File: src/rtl/trigger_pkg.sv
// Shared types and helpers for the multi-stage trigger sequencer.
// Optional build macro TRIG_EDGE_EN adds per-stage edge qualification.
package trigger_pkg;

  localparam int unsigned DATA_W_DEF = 33;
  localparam int unsigned OFFS_W_DEF = 17;
  localparam int unsigned STAGES_DEF = 4;

  typedef enum logic [1:0] {
    ST_IDLE      = 2'd0,
    ST_ARMED     = 2'd1,
    ST_TRIGGERED = 2'd2
  } state_e;

  // Width of the stage index; a single-stage unit still carries one bit.
  function automatic int unsigned sel_width(input int unsigned stages);
    return (stages > 1) ? $clog2(stages) : 1;
  endfunction

  // Limit a requested final-stage index to the stages that exist.
  function automatic int unsigned clamp_last(input int unsigned last, input int unsigned stages);
    return (last > stages - 1) ? stages - 1 : last;
  endfunction

endpackage

File: src/rtl/trigger_sequencer_if.sv
// Configuration, data and status bundle of the trigger sequencer.
// Optional build macro TRIG_EDGE_EN adds the cfg_edge field.
interface trigger_sequencer_if #(
  parameter int unsigned DATA_W = trigger_pkg::DATA_W_DEF,
  parameter int unsigned OFFS_W = trigger_pkg::OFFS_W_DEF,
  parameter int unsigned STAGES = trigger_pkg::STAGES_DEF
) ();
  import trigger_pkg::*;

  localparam int unsigned SW = sel_width(STAGES);

  logic                     start;
  logic [DATA_W-1:0]        data;
  logic [STAGES*DATA_W-1:0] cfg_value;
  logic [STAGES*DATA_W-1:0] cfg_mask;
  logic [STAGES*OFFS_W-1:0] cfg_offset;
  logic [SW-1:0]            cfg_last;
`ifdef TRIG_EDGE_EN
  logic [STAGES-1:0]        cfg_edge;
`endif
  logic                     trig;
  logic                     triggered;
  logic [SW-1:0]            stage;
  logic                     busy;

  // Capture controller side.
  modport master (
`ifdef TRIG_EDGE_EN
    output cfg_edge,
`endif
    output start, data, cfg_value, cfg_mask, cfg_offset, cfg_last,
    input  trig, triggered, stage, busy
  );

  // Trigger unit side.
  modport slave (
`ifdef TRIG_EDGE_EN
    input  cfg_edge,
`endif
    input  start, data, cfg_value, cfg_mask, cfg_offset, cfg_last,
    output trig, triggered, stage, busy
  );

endinterface

File: src/rtl/trigger_stage_cmp.sv
// Masked pattern compare for the currently selected stage.
// Under TRIG_EDGE_EN an edge-enabled stage also requires that the previous
// sample did not already match, so only a transition into the pattern counts.
module trigger_stage_cmp #(
  parameter int unsigned DATA_W = 33
) (
  input  logic [DATA_W-1:0] data,
  input  logic [DATA_W-1:0] value,
  input  logic [DATA_W-1:0] mask,
`ifdef TRIG_EDGE_EN
  input  logic [DATA_W-1:0] prev_data,
  input  logic              edge_en,
`endif
  output logic              hit
);

  logic level_hit;

  // A cleared mask bit is a don't-care, so an all-zero mask always matches.
  assign level_hit = ((data & mask) == (value & mask));

`ifdef TRIG_EDGE_EN
  logic prev_hit;
  assign prev_hit = ((prev_data & mask) == (value & mask));
  assign hit      = level_hit & (~edge_en | ~prev_hit);
`else
  assign hit      = level_hit;
`endif

endmodule

File: src/rtl/trigger_sequencer.sv
// Multi-stage trigger: walks up to STAGES masked compares, each at a
// programmable cycle offset after the previous one, then emits a one-cycle
// trig pulse and a sticky triggered level until start drops.
// Optional build macro TRIG_EDGE_EN enables per-stage edge qualification.
module trigger_sequencer
  import trigger_pkg::*;
#(
  parameter int unsigned DATA_W = DATA_W_DEF,
  parameter int unsigned OFFS_W = OFFS_W_DEF,
  parameter int unsigned STAGES = STAGES_DEF
) (
  input logic              clock,
  input logic              reset,
  trigger_sequencer_if.slave bus
);

  localparam int unsigned SW = sel_width(STAGES);

  state_e            state_q, state_d;
  logic [OFFS_W-1:0] count_q, count_d;
  logic [SW-1:0]     stage_q, stage_d;
  logic              trig_q, trig_d;
  logic              latch_cfg;

  // Configuration snapshot taken when leaving IDLE.
  logic [DATA_W-1:0] value_q  [STAGES];
  logic [DATA_W-1:0] mask_q   [STAGES];
  logic [OFFS_W-1:0] offset_q [STAGES];
  logic [SW-1:0]     last_q;

  logic [31:0]       last_ext;
  logic [SW-1:0]     last_clamped;

  logic [DATA_W-1:0] cur_value;
  logic [DATA_W-1:0] cur_mask;
  logic [OFFS_W-1:0] cur_offset;
  logic              at_offset;
  logic              hit;

  assign last_ext     = 32'(bus.cfg_last);
  assign last_clamped = SW'(clamp_last(last_ext, STAGES));

  assign cur_value  = value_q[stage_q];
  assign cur_mask   = mask_q[stage_q];
  assign cur_offset = offset_q[stage_q];
  assign at_offset  = (count_q == cur_offset);

`ifdef TRIG_EDGE_EN
  logic [STAGES-1:0] edge_q;
  logic [DATA_W-1:0] prev_data_q;

  // Previous bus sample for transition detection.
  always_ff @(posedge clock or posedge reset) begin
    if (reset) begin
      prev_data_q <= '0;
    end else begin
      prev_data_q <= bus.data;
    end
  end

  // Edge-enable bits are snapshotted together with the rest of the config.
  always_ff @(posedge clock or posedge reset) begin
    if (reset) begin
      edge_q <= '0;
    end else if (latch_cfg) begin
      edge_q <= bus.cfg_edge;
    end
  end

  trigger_stage_cmp #(
    .DATA_W (DATA_W)
  ) u_cmp (
    .data      (bus.data),
    .value     (cur_value),
    .mask      (cur_mask),
    .prev_data (prev_data_q),
    .edge_en   (edge_q[stage_q]),
    .hit       (hit)
  );
`else
  trigger_stage_cmp #(
    .DATA_W (DATA_W)
  ) u_cmp (
    .data  (bus.data),
    .value (cur_value),
    .mask  (cur_mask),
    .hit   (hit)
  );
`endif

  // State register with the stage counter and registered trig pulse.
  always_ff @(posedge clock or posedge reset) begin
    if (reset) begin
      state_q <= ST_IDLE;
      count_q <= '0;
      stage_q <= '0;
      trig_q  <= 1'b0;
    end else begin
      state_q <= state_d;
      count_q <= count_d;
      stage_q <= stage_d;
      trig_q  <= trig_d;
    end
  end

  // Config snapshot; later changes on the bus are ignored until back in IDLE.
  always_ff @(posedge clock or posedge reset) begin
    if (reset) begin
      last_q <= '0;
      for (int k = 0; k < STAGES; k++) begin
        value_q[k]  <= '0;
        mask_q[k]   <= '0;
        offset_q[k] <= '0;
      end
    end else if (latch_cfg) begin
      last_q <= last_clamped;
      for (int k = 0; k < STAGES; k++) begin
        value_q[k]  <= bus.cfg_value[k*DATA_W +: DATA_W];
        mask_q[k]   <= bus.cfg_mask[k*DATA_W +: DATA_W];
        offset_q[k] <= bus.cfg_offset[k*OFFS_W +: OFFS_W];
      end
    end
  end

  // Next-state logic: wait out each offset, compare, advance or restart.
  always_comb begin
    state_d   = state_q;
    count_d   = count_q;
    stage_d   = stage_q;
    trig_d    = 1'b0;
    latch_cfg = 1'b0;
    case (state_q)
      ST_IDLE: begin
        count_d = '0;
        stage_d = '0;
        if (bus.start) begin
          latch_cfg = 1'b1;
          state_d   = ST_ARMED;
        end
      end
      ST_ARMED: begin
        if (!bus.start) begin
          state_d = ST_IDLE;
          count_d = '0;
          stage_d = '0;
        end else if (!at_offset) begin
          count_d = count_q + OFFS_W'(1);
        end else if (hit) begin
          if (stage_q == last_q) begin
            // Stage and count stay frozen while triggered.
            state_d = ST_TRIGGERED;
            trig_d  = 1'b1;
          end else begin
            stage_d = stage_q + SW'(1);
            count_d = '0;
          end
        end else begin
          // Any mismatch restarts the whole sequence.
          stage_d = '0;
          count_d = '0;
        end
      end
      ST_TRIGGERED: begin
        if (!bus.start) begin
          state_d = ST_IDLE;
          count_d = '0;
          stage_d = '0;
        end
      end
      default: begin
        state_d = ST_IDLE;
        count_d = '0;
        stage_d = '0;
      end
    endcase
  end

  // Status outputs decoded from registered state.
  always_comb begin
    bus.trig      = trig_q;
    bus.triggered = (state_q == ST_TRIGGERED);
    bus.busy      = (state_q == ST_ARMED);
    bus.stage     = stage_q;
  end

endmodule

File: src/flat_wrapper.sv
// flat-port wrapper written by rule: the top's interface ports become plain ports
module trigger_sequencer_flat import trigger_pkg::*;
#(
  parameter int unsigned DATA_W = DATA_W_DEF,
  parameter int unsigned OFFS_W = OFFS_W_DEF,
  parameter int unsigned STAGES = STAGES_DEF
)
  (clock, reset, bus_start, bus_data, bus_cfg_value, bus_cfg_mask, bus_cfg_offset, bus_cfg_last, bus_trig, bus_triggered, bus_stage, bus_busy);
  trigger_sequencer_if #(.DATA_W(DATA_W), .OFFS_W(OFFS_W), .STAGES(STAGES)) bus_i ();
  input logic clock;
  input logic reset;
  input wire logic [$bits(bus_i.start)-1:0] bus_start;
  input wire logic [$bits(bus_i.data)-1:0] bus_data;
  input wire logic [$bits(bus_i.cfg_value)-1:0] bus_cfg_value;
  input wire logic [$bits(bus_i.cfg_mask)-1:0] bus_cfg_mask;
  input wire logic [$bits(bus_i.cfg_offset)-1:0] bus_cfg_offset;
  input wire logic [$bits(bus_i.cfg_last)-1:0] bus_cfg_last;
  output wire logic [$bits(bus_i.trig)-1:0] bus_trig;
  output wire logic [$bits(bus_i.triggered)-1:0] bus_triggered;
  output wire logic [$bits(bus_i.stage)-1:0] bus_stage;
  output wire logic [$bits(bus_i.busy)-1:0] bus_busy;
  assign bus_i.start = bus_start;
  assign bus_i.data = bus_data;
  assign bus_i.cfg_value = bus_cfg_value;
  assign bus_i.cfg_mask = bus_cfg_mask;
  assign bus_i.cfg_offset = bus_cfg_offset;
  assign bus_i.cfg_last = bus_cfg_last;
  assign bus_trig = bus_i.trig;
  assign bus_triggered = bus_i.triggered;
  assign bus_stage = bus_i.stage;
  assign bus_busy = bus_i.busy;
  trigger_sequencer #(.DATA_W(DATA_W), .OFFS_W(OFFS_W), .STAGES(STAGES)) u_core (.clock(clock), .reset(reset), .bus(bus_i));
endmodule
File: config.mk
export PLATFORM = sky130hd
export DESIGN_NAME = trigger_sequencer_flat
export DESIGN_NICKNAME = d
export VERILOG_FILES = /design/src/rtl/trigger_pkg.sv /design/src/rtl/trigger_sequencer_if.sv /design/src/rtl/trigger_stage_cmp.sv /design/src/rtl/trigger_sequencer.sv /design/src/flat_wrapper.sv
export SDC_FILE = /design/constraint.sdc
export NUM_CORES = 1
export LEC_CHECK = 0
export ABC_AREA = 1
export CORE_ASPECT_RATIO = 1.75
export CORE_UTILIZATION = 60
export DETAILED_ROUTE_END_ITERATION = 10
export DONT_BUFFER_PORTS = 1
export GPL_TIMING_DRIVEN = 0
export HOLD_SLACK_MARGIN = 0.02
export PLACE_DENSITY = 0.81
export SYNTH_ARGS = -nofsm -noshare
export SYNTH_HDL_FRONTEND = slang
export SYNTH_HIERARCHICAL = 1
export SYNTH_SLANG_ARGS = --single-unit
File: constraint.sdc
create_clock -name clock -period 36.2 [get_ports clock]
set_input_delay 10.86 -clock clock [delete_from_list [all_inputs] [get_ports clock]]
set_output_delay 10.86 -clock clock [all_outputs]
set_load 0.02 [all_outputs]
-- Yosys cells after proc, flatten, opt, wreduce, memory -nomap -nowiden
Cells that the tools add are included.
- $add $sub $neg: 2
- magnitude comparators: 2
- eq/ne operators: 12
- mux-type cells: 35
- bitwise logic cells: 3
- reductions and logical operators: 4
- operators with widths (cell ; number):
    $bmux 33 s2 ; 2
    $mux 33 ; 4
    $mux 17 ; 7
    $and 33x33->33 ; 2
    $bmux 17 s2 ; 1
    $pmux 17 s2 ; 1
    $eq 33x33->1 ; 1
    $mux 2 ; 11
    $add 17x1->17 const B ; 1
    $eq 17x17->1 ; 1
    $ne 3x2->1 const B ; 3
    $mux 1 ; 7
    $pmux 2 s3 ; 1
    $ne 5x5->1 const B ; 1
    $reduce_and 5->1 ; 1
    $ne 2x2->1 const B ; 2
    $ne 4x4->1 const B ; 1
    $pmux 2 s2 ; 1
    $ge 3x3->1 const B ; 1
    $not 2->3 ; 1
    $reduce_and 3->1 ; 1
    $add 2x1->2 const B ; 1
    $eq 2x1->1 const B ; 1
    $eq 2x2->1 ; 1
    other kinds (4) ; 4
- register bits: 356
- input port bits: 370
- output and inout port bits: 5
- logic and storage cells: 75

-- Longest topological paths before layout
Gate-level depths: netlist of run 1.
- word-level depth: 10
- mapped depth: 22
- depth with buffers taken out: 17

-- Hierarchy
Netlist of run 1, hierarchy kept.
- modules (own cells, without submodules) (module ; times used ; cells each ; area an instance (µm²) ; sequential area each (µm²)):
    trigger_sequencer ; 1 ; 1457 ; 16245.6 ; 8908.5
    trigger_stage_cmp ; 1 ; 165 ; 708.2 ; 0.0

-- Least setup slack after synthesis of run 1
Ideal clock, no wire load.
- path type: input -> register
- start: input bus_start
- end: register u_core/mask_q[49] (netlist bit)
- setup time: 0.125 ns
- arrival time: 12.331 ns
- data required time: 36.075 ns
- slack: 23.744 ns
- stages on the path: 6
- buffers on the path: 4
- cell sequence: clkbuf_1 nand2_1 buf_2 clkbuf_1 clkbuf_1 mux2_2
- longest elaborated chain between the ends: 2
- ends and longest elaborated chain (item ; RTL line ; text):
    start: declaration ; flat_wrapper.sv:12 ; input wire logic [$bits(bus_i.start)-1:0] bus_start;
    $mux 1 ; trigger_sequencer.sv:136 ; if (bus.start) begin
    $mux 1 ; trigger_sequencer.sv:132 ; case (state_q)
    end signal: indexed assignment ; trigger_sequencer.sv:119 ; mask_q[k] <= bus.cfg_mask[k*DATA_W +: DATA_W];
    end: declaration ; trigger_sequencer.sv:27 ; logic [DATA_W-1:0] mask_q [STAGES];
Every way passes these cells.
A chain may end at the register's enable or synchronous reset.

-- Worst setup path after layout of run 1
- start: register u_core.state_q[0]
- end: output bus_busy
- longest elaborated chain between the ends: 1
- ends and longest elaborated chain (item ; RTL line ; text):
    start: declaration ; trigger_sequencer.sv:19 ; state_e state_q, state_d;
    start signal: assignment ; trigger_sequencer.sv:99 ; state_q <= state_d;
    $eq 2x1->1 ; trigger_sequencer.sv:182 ; bus.busy = (state_q == ST_ARMED);
    end: declaration ; flat_wrapper.sv:21 ; output wire logic [$bits(bus_i.busy)-1:0] bus_busy;
Every way passes these cells.

==> results.ini, run 1 <==
[status]
outcome = finished clean

[setup_path]
cp_data_arrival_time_ns = 2.15
cp_slowest_cell = clkbuf_1
worstPathCellList = inv_1 > nor2_1 > clkbuf_1
path_class = flop to primary output
reg2reg_slack_ns = 31.31
reg2regPathDepth = 20
required_ns = 25.34
path_max_fanout = 10
worstPathBufferInverterCount = 2
r2r-start = u_core/bus.stage[0]
critical-path-top-delay-family = buffers and inverters
cp-start-kind = flop
r2r-end = u_core/count_q[7]
max_stage_delay_ns = 0.69
endpoint_kind = primary output

[yosys]
yosysWarnings = 6
yosysSeqAreaShare_pct = 52.55
synth_fp_nets = 1993
ys_ff_latch = 356
synth_area_per_cell_um2 = 10.45
yosys.area.top_type = dfrtp_1
synth.area.top_cells = dfrtp_1 (53%), mux2_2 (22%), nand2_1 (5.0%), o21ai_0 (4.1%), nor2_1 (3.7%)
synthCells = 1622
syn_area_um2 = 16950
ys_types = 32
synth_top_area_share_pct = 52.55

[place]
place_ws_ns = 22.77
io_buffers = 0
place_congestion = 0.8966
post-dp-hpwl_um = 39970

[grt]
grt_overflow_total = 0
grt_pass1_vias = 13450
antenna_found_initial = 41
grtUsageTotal_pct = 36.65
grt_max_degree = 139
grt_pass1_wl_um = 77210

[routing]
highest_layer = met5
drc = 0
wirelength_um = 53060
via_per_inst = 6.155
met1_length_um = 17070
drtIter0Drc = 849
wl_met2_um = 27770
ant_nets = 0
wl_met3_um = 3944
drt_first_pass_iters = 5
wl_per_cell_um = 25.37
vias = 12880

[hold_path]
hold_end = u_core/value_q[50]
hold_path_class = flop to flop
hold_start = u_core/value_q[50]
holdPathStages = 1

[power]
worst_ir_drop_vdd_uv = 56.00
powerDensity_nw_per_um2 = 80.04
leakage_nw = 8.291
fin_total_pwr_w = 0.001493

[die]
initial_core_util_pct = 60.83
ioPinCount = 375
coreArea_um2 = 27870
dieWidth_um = 129.1
die_h_um = 224.4
rows = 81
die-area_um2 = 28960

[cells_and_area]
drive_gt1_share_pct = 25.09
utilization_pct = 66.95
fin_nets = 2031
syn_to_final_growth_pct = 10.06
final_common_cell = dfrtp_1
layout_common_cells = dfrtp_1 (356), mux2_2 (334), nand2_1 (226)

[clock_tree]
clk_latency_ns = 0.53
path_clk_slew_ns = 0.06
clockRootBuffer = clkbuf_16
cts_setup_buffers = 0
post_cts_resize_count = 0
cts.path.max_buffers = 3
numCtsBuffers = 34
hold_buffers = 0
cts_tree = yes
clkSinkCount = 356
htree_levels = 2

[sta]
post-route-min-period_ns = 13.01
setup_tns_ns = 0
setup_viol = 0
fin_skew_ns = 0.02546
drv_slew = 0
maxSlewHeadroom_pct = 30.95
finalCritPeriodShare_pct = 35.95
rsz0062_at_grt = no
worst_slack_ns = 23.19
fmax_mhz = 76.85
final-hold-violation-count = 0
fin_hold_ws_ns = 0.4992
max_slew.worst_pin.slew_ns = 1.036

[flow_run]
cap_violations = 0

[worst max path at each step]
stage                            startpoint             endpoint  depth (start not counted)
after detailed placement          bus_start    u_core/mask_q[96]                          6
after floorplan                       reset  u_core/bus.stage[0]                          1
after CTS                 u_core/state_q[0]             bus_busy                          3
final                     u_core/state_q[0]             bus_busy                          3
after global routing      u_core/state_q[0]             bus_busy                          3
after global placement                reset  u_core/value_q[118]                          1
[Yosys cell counts, drive strengths merged]
cell	number
nor2	165
inv	75
nand4	20
dfrtp	356
nand2	234
a21oi	4
xnor2	1
ha	1
buf	30
o22ai	66
nand3b	5
xor2	22
mux2	334
o21ai	141
nor3	6
clkbuf	72
nand3	83
or2	5
nor4	2
[registers in the layout, indices dropped and copies added, names as in the netlist]
register / flops
u_core/mask_q: 132
u_core/value_q: 132
u_core/offset_q: 68
u_core/count_q: 17
u_core/bus.stage: 2
u_core/last_q: 2
u_core/state_q: 2
u_core/bus.trig: 1
[routing by layer]
| layer | global-route usage, % | vias to the layer above |
|---|---|---|
| li1 | - | 5633 |
| met1 | 35.90 | 6355 |
| met2 | 64.86 | 629 |
| met3 | 9.253 | 248 |
| met4 | 28.54 | 12 |
| met5 | 0 | - |
[area by class of cell]
type | instances | area, um^2
antenna | 37 | 92.59
buffer | 102 | 450.4
clock buffer | 48 | 974.7
clock inverter | 10 | 108.9
fill | 2119 | 9211
inverter | 75 | 291.5
multi-input combinational | 1089 | 7311
sequential | 356 | 8909
tap | 373 | 466.7
timing repair buffer | 2 | 55.05
[where the power goes]
part	internal (W)	switching (W)	total (W)
clock network	0.000202	0.000151	0.000353
registers	0.000590	0.000106	0.000697
logic	0.000233	0.000211	0.000444
total	0.00103	0.000468	0.00149
[per-stage QoR]
step / instances / area (um^2)
3_3_place_gp: 1995 / 17420
5_1_grt: 2090 / 18650
6_report: 2092 / 18660
2_1_floorplan: 1622 / 16950
3_5_place_dp: 1997 / 17480
4_1_cts: 2055 / 18570
[cells by family (layout without fill, tap and decap cells)]
family                   after synthesis  in the layout  synth area share, %
XOR/XNOR                              23             23                1.188
AO/OA/AOI/OAI                        211            211                6.716
multiplexers                         334            334                22.18
adder cells (fa/ha/maj)                1              1              0.07379
flip-flops                           356            356                52.55
buffers and inverters                177            237                4.332
other                                  0             37                    0
AND/OR/NAND/NOR                      520            520                12.96
Note: power is estimated with default switching activity, not from simulation.
==> inputs of run 2 (changes only) <==
==> constraint.sdc (replaced) <==
create_clock -name clock -period 13.25 [get_ports clock]
set_input_delay 3.975 -clock clock [delete_from_list [all_inputs] [get_ports clock]]
set_output_delay 3.975 -clock clock [all_outputs]
set_load 0.02 [all_outputs]
==> run 2 against run 1 <==
- first-iteration DRC count decreased by 4.6%
- power increased to 2.7 times the previous value
- clock-buffer cell count increased by 1
- largest cell class unchanged
- cell area increased by 0.87%
- sequential share of layout area decreased by 0.41 points
- largest power group unchanged
- critical endpoint unchanged
- critical path depth unchanged
- flip-flop and latch count unchanged
==> results.ini, run 2 (synthesis results as in run 1) <==
[hold_path]
hold_end = u_core/mask_q[62]
hold_start = u_core/mask_q[62]
hold_path_class = flop to flop
holdPathStages = 1

[routing]
drtIter0Drc = 810
wl_per_cell_um = 25.49
drt_first_pass_iters = 5
vias = 13060
ant_nets = 0
wirelength_um = 53610
via_per_inst = 6.208
drc = 0

[cells_and_area]
final_common_cell = dfrtp_1
fin_nets = 2038
drive_gt1_share_pct = 25.68
layout_common_cells = dfrtp_1 (356), mux2_2 (334), nand2_1 (226)
syn_to_final_growth_pct = 11.01
biggestRegsByFlops = u_core/mask_q (132), u_core/value_q (132), u_core/offset_q (68)

[clock_tree]
clkSinkCount = 356
cts.path.max_buffers = 3
clk_latency_ns = 0.53
post_cts_resize_count = 0
numCtsBuffers = 34
cts_setup_buffers = 0
hold_buffers = 0
path_clk_slew_ns = 0.06
htree_levels = 2
clockRootBuffer = clkbuf_16
cts_tree = yes

[sta]
drv_slew = 0
setup_tns_ns = 0
setup_viol = 0
fin_skew_ns = 0.01662
final-hold-violation-count = 0
post-route-min-period_ns = 6.177
maxSlewHeadroom_pct = 31.55
max_slew.worst_pin.slew_ns = 1.027
finalCritPeriodShare_pct = 46.62
fmax_mhz = 161.9
rsz0062_at_grt = no

[grt]
grt_overflow_total = 0
top_usage_layer = met2
met3_usage_pct = 10.18
grt_max_degree = 44
grtUsageTotal_pct = 37.18
grt_use_met1_pct = 35.61
use_met2_pct = 65.04
grt_pass1_vias = 13600
grt_pass1_wl_um = 78000
antenna_found_initial = 48

[power]
powerDensity_nw_per_um2 = 217.7
pwr-share-comb_pct = 29.7
seq_power_share_pct = 46.4
internal_power_w = 0.002813
clkPwrFrac_pct = 23.9
switching_share_pct = 31.35
p_switching_w = 0.001285
fin_total_pwr_w = 0.004097
worst_ir_drop_vdd_uv = 164.3
leakage_nw = 8.366

[die]
rows = 81
coreArea_um2 = 27870
dieWidth_um = 129.1
die-area_um2 = 28960
die_h_um = 224.4
initial_core_util_pct = 60.83
ioPinCount = 375

[setup_path]
required_ns = 9.27
path_class = flop to primary output
reg2regPathDepth = 19
r2r-end = u_core/count_q[2]
cp-start-kind = flop
r2r-start = u_core/bus.stage[0]
reg2reg_slack_ns = 8.51
cp_data_arrival_time_ns = 2.20
path_max_fanout = 10
endpoint_kind = primary output

[place]
place_congestion = 0.9701
post-dp-hpwl_um = 40780
io_buffers = 0

[status]
outcome = finished clean

[flow_run]
cap_violations = 0

-- run 2: through the flow --
| stage | worst slack [ns] | area (um^2) | util [%] | cells | hold slack, ns |
|---|---|---|---|---|---|
| 2_1_floorplan | 4.505 | 16960 | - | 1622 | 0.4739 |
| 3_3_place_gp | 2.790 | 17420 | 62.52 | 1995 | 0.4818 |
| 3_5_place_dp | 6.803 | 17600 | 63.17 | 2004 | 0.4875 |
| 4_1_cts | 7.056 | 18720 | 67.17 | 2063 | 0.5012 |
| 5_1_grt | 6.991 | 18810 | 67.49 | 2099 | 0.5132 |
| 6_report | 7.073 | 18820 | 67.53 | 2103 | 0.4998 |
-- run 2: layer usage --
| metal | part of all wire [%] | vias up |
|---|---|---|
| met1 | 31 | 6438 |
| met4 | 8.7 | 20 |
| met3 | 7.7 | 272 |
| met5 | 0.26 | - |
| met2 | 52 | 673 |
| li1 | - | 5653 |
-- run 2: area by class of cell --
cell class              count  area (um^2)
flip-flops and latches    356         8909
multi-input cells        1089         7311
well taps                 373        466.7
fillers                  2065         9050
diodes                     40        100.1
clock inverters            10        87.58
repair buffers              9        180.2
plain buffers             102        450.4
inverters                  75        287.8
clock buffers              49         1028
-- run 2: worst max-delay path by stage --
stage	from	end	slack [ns]	depth (start not counted)
2_1_floorplan	reset	u_core/bus.stage[0]	4.50	1
3_3_place_gp	reset	u_core/value_q[118]	2.79	1
3_5_place_dp	bus_start	u_core/mask_q[63]	6.80	6
4_1_cts	u_core/state_q[0]	bus_busy	7.06	3
5_1_grt	u_core/state_q[0]	bus_busy	6.99	3
6_report	u_core/state_q[0]	bus_busy	7.07	3
-- run 2: worst max-delay path, cell delays in order, from the launching register on --
cell and delay, ns:
dfrtp_1 0.39, inv_1 0.07, nor2_1 0.55, clkbuf_1 0.68
-- run 2: power groups by stage --
| stage | Combinational [W] | Sequential (W) | Clock, W |
|---|---|---|---|
| after floorplan | 0.000950 | 0.00180 | 0 |
| after global placement | 0.00113 | 0.00187 | 0 |
| after detailed placement | 0.00119 | 0.00189 | 0 |
| after CTS | 0.00120 | 0.00188 | 0.000990 |
| after global routing | 0.00131 | 0.00195 | 0.00103 |
| final | 0.00122 | 0.00190 | 0.000981 |
==> inputs of run 3 (changes only) <==
==> constraint.sdc (replaced) <==
create_clock -name clock -period 5.7 [get_ports clock]
set_input_delay 1.71 -clock clock [delete_from_list [all_inputs] [get_ports clock]]
set_output_delay 1.71 -clock clock [all_outputs]
set_load 0.02 [all_outputs]
==> run 3 against run 2 <==
- register-to-register slack worse by 7.5 ns
- cell area stayed put
- combinational power increased by 130%
- flip-flop and latch count stayed put
- critical path type is now flop to flop
- die area unchanged
- largest power group unchanged
- clock-buffer cell count unchanged
- power is 130% higher
- final cell count unchanged
- sequential power rose by 130%
==> results.ini, run 3 (synthesis results as in run 1) <==
[setup_path]
r2r-end = u_core/count_q[2]
cp_data_arrival_time_ns = 5.19
required_ns = 6.15
startpoint = u_core/bus.stage[0]
path_max_fanout = 10
endpoint_kind = flop
reg2reg_slack_ns = 0.96
reg2regPathDepth = 19
path_class = flop to flop
r2r-start = u_core/bus.stage[0]
cp-start-kind = flop

[sta]
fmax_mhz = 211.1
setup_viol = 0
post-route-min-period_ns = 4.738
fin_skew_ns = 0.01582
drv_slew = 0
max_slew.worst_pin.slew_ns = 1.034
worst_slack_ns = 0.9624
maxSlewHeadroom_pct = 31.08
rsz0062_at_grt = no
final-hold-violation-count = 0
finalCritPeriodShare_pct = 83.12

[cells_and_area]
final_common_cell = dfrtp_1
utilization_pct = 67.53
syn_to_final_growth_pct = 11.01
drive_gt1_share_pct = 25.68
stdcell_count = 2103
biggestRegsByFlops = u_core/mask_q (132), u_core/value_q (132), u_core/offset_q (68)
layout_common_cells = dfrtp_1 (356), mux2_2 (334), nand2_1 (226)
design_area_um2 = 18820
fin_nets = 2038

[routing]
drtIter0Drc = 827
wl_met3_um = 3944
ant_nets = 0
drt_first_pass_iters = 5
wl_met2_um = 27710
via_per_inst = 6.201
highest_layer = met5
wirelength_um = 53590
vias = 13040
drc = 0
met1_length_um = 17060
wl_per_cell_um = 25.48

[power]
powerDensity_nw_per_um2 = 505.8
leakage_nw = 8.366
worst_ir_drop_vdd_uv = 380.6

[die]
die-area_um2 = 28960
coreArea_um2 = 27870
rows = 81
die_h_um = 224.4
initial_core_util_pct = 60.83
ioPinCount = 375
dieWidth_um = 129.1

[clock_tree]
cts_setup_buffers = 0
cts.path.max_buffers = 3
clk_latency_ns = 0.53
cts_tree = yes
post_cts_resize_count = 0
htree_levels = 2
hold_buffers = 0
path_clk_slew_ns = 0.06
clockRootBuffer = clkbuf_16
numCtsBuffers = 34
clkSinkCount = 356

[place]
post_dp_cell_area_um2 = 17600
post-dp-hpwl_um = 40780
place_ws_ns = 1.060
dp.cells = 2004
io_buffers = 0
place_congestion = 0.9701

[grt]
antenna_found_initial = 48
grtUsageTotal_pct = 37.18
grt_overflow_total = 0
grt_pass1_vias = 13580
grt_pass1_wl_um = 78030
grt_max_degree = 44

[flow_run]
cap_violations = 0

[hold_path]
holdPathStages = 1
hold_path_class = flop to flop
hold_start = u_core/mask_q[62]
hold_end = u_core/mask_q[62]

[status]
outcome = finished clean

==> run 3: worst max path at each step <==
stage | slack, ns | to | cells past startpoint
2_1_floorplan | -0.78 | u_core/bus.stage[0] | 1
3_5_place_dp | 1.06 | u_core/count_q[2] | 20
5_1_grt | 0.73 | u_core/count_q[2] | 20
6_report | 0.96 | u_core/count_q[2] | 19
3_3_place_gp | -2.50 | u_core/value_q[118] | 1
4_1_cts | 1.05 | u_core/count_q[2] | 20
==> run 3: per-layer routing <==
layer / global-route usage [%] / vias to the layer above
met5: 0 / -
met4: 30.89 / 20
met3: 10.06 / 278
met2: 65.18 / 655
met1: 35.70 / 6436
li1: - / 5652
==> run 3: report_power, final <==
part | leakage (nW) | internal [W] | switching (W)
Clock | 0.551 | 0.00130 | 0.000972
Sequential | 4.20 | 0.00375 | 0.000668
Combinational | 3.61 | 0.00149 | 0.00134
==> run 3: layout make-up <==
cell class                 instances  area (um^2)
fill                            2065         9050
clock inverter                    10        87.58
antenna                           40        100.1
tap                              373        466.7
clock buffer                      49         1028
sequential                       356         8909
timing repair buffer               9        180.2
inverter                          75        287.8
buffer                           102        450.4
multi-input combinational       1089         7311
==> run 3: stage by stage <==
| step | hold WS, ns | setup TNS (ns) | power (W) |
|---|---|---|---|
| finish | 0.4993 | 0 | 0.009519 |
| global placement | 0.4818 | -874.64 | 0.006978 |
| detailed placement | 0.4875 | 0 | 0.007169 |
| CTS | 0.5012 | 0 | 0.009470 |
| global route | 0.5132 | 0 | 0.009965 |
| floorplan | 0.4739 | -277.80 | 0.006400 |
==> run 3: critical path, cell delays in order, from the launching register on <==
cell      delay (ns)
dfrtp_1         0.49
buf_6           0.19
clkbuf_1        0.59
clkbuf_1        0.63
buf_1           0.55
nor2_1          0.12
o22ai_1         0.26
nand3b_1        0.15
nand2_1         0.06
nor2_1          0.11
nand3_1         0.14
nor2_1          0.19
nand2_1         0.07
nor2_1          0.24
nand3_1         0.14
or2_4           0.29
nand2_4         0.13
buf_8           0.17
nand2_2         0.05
nand2_1         0.08
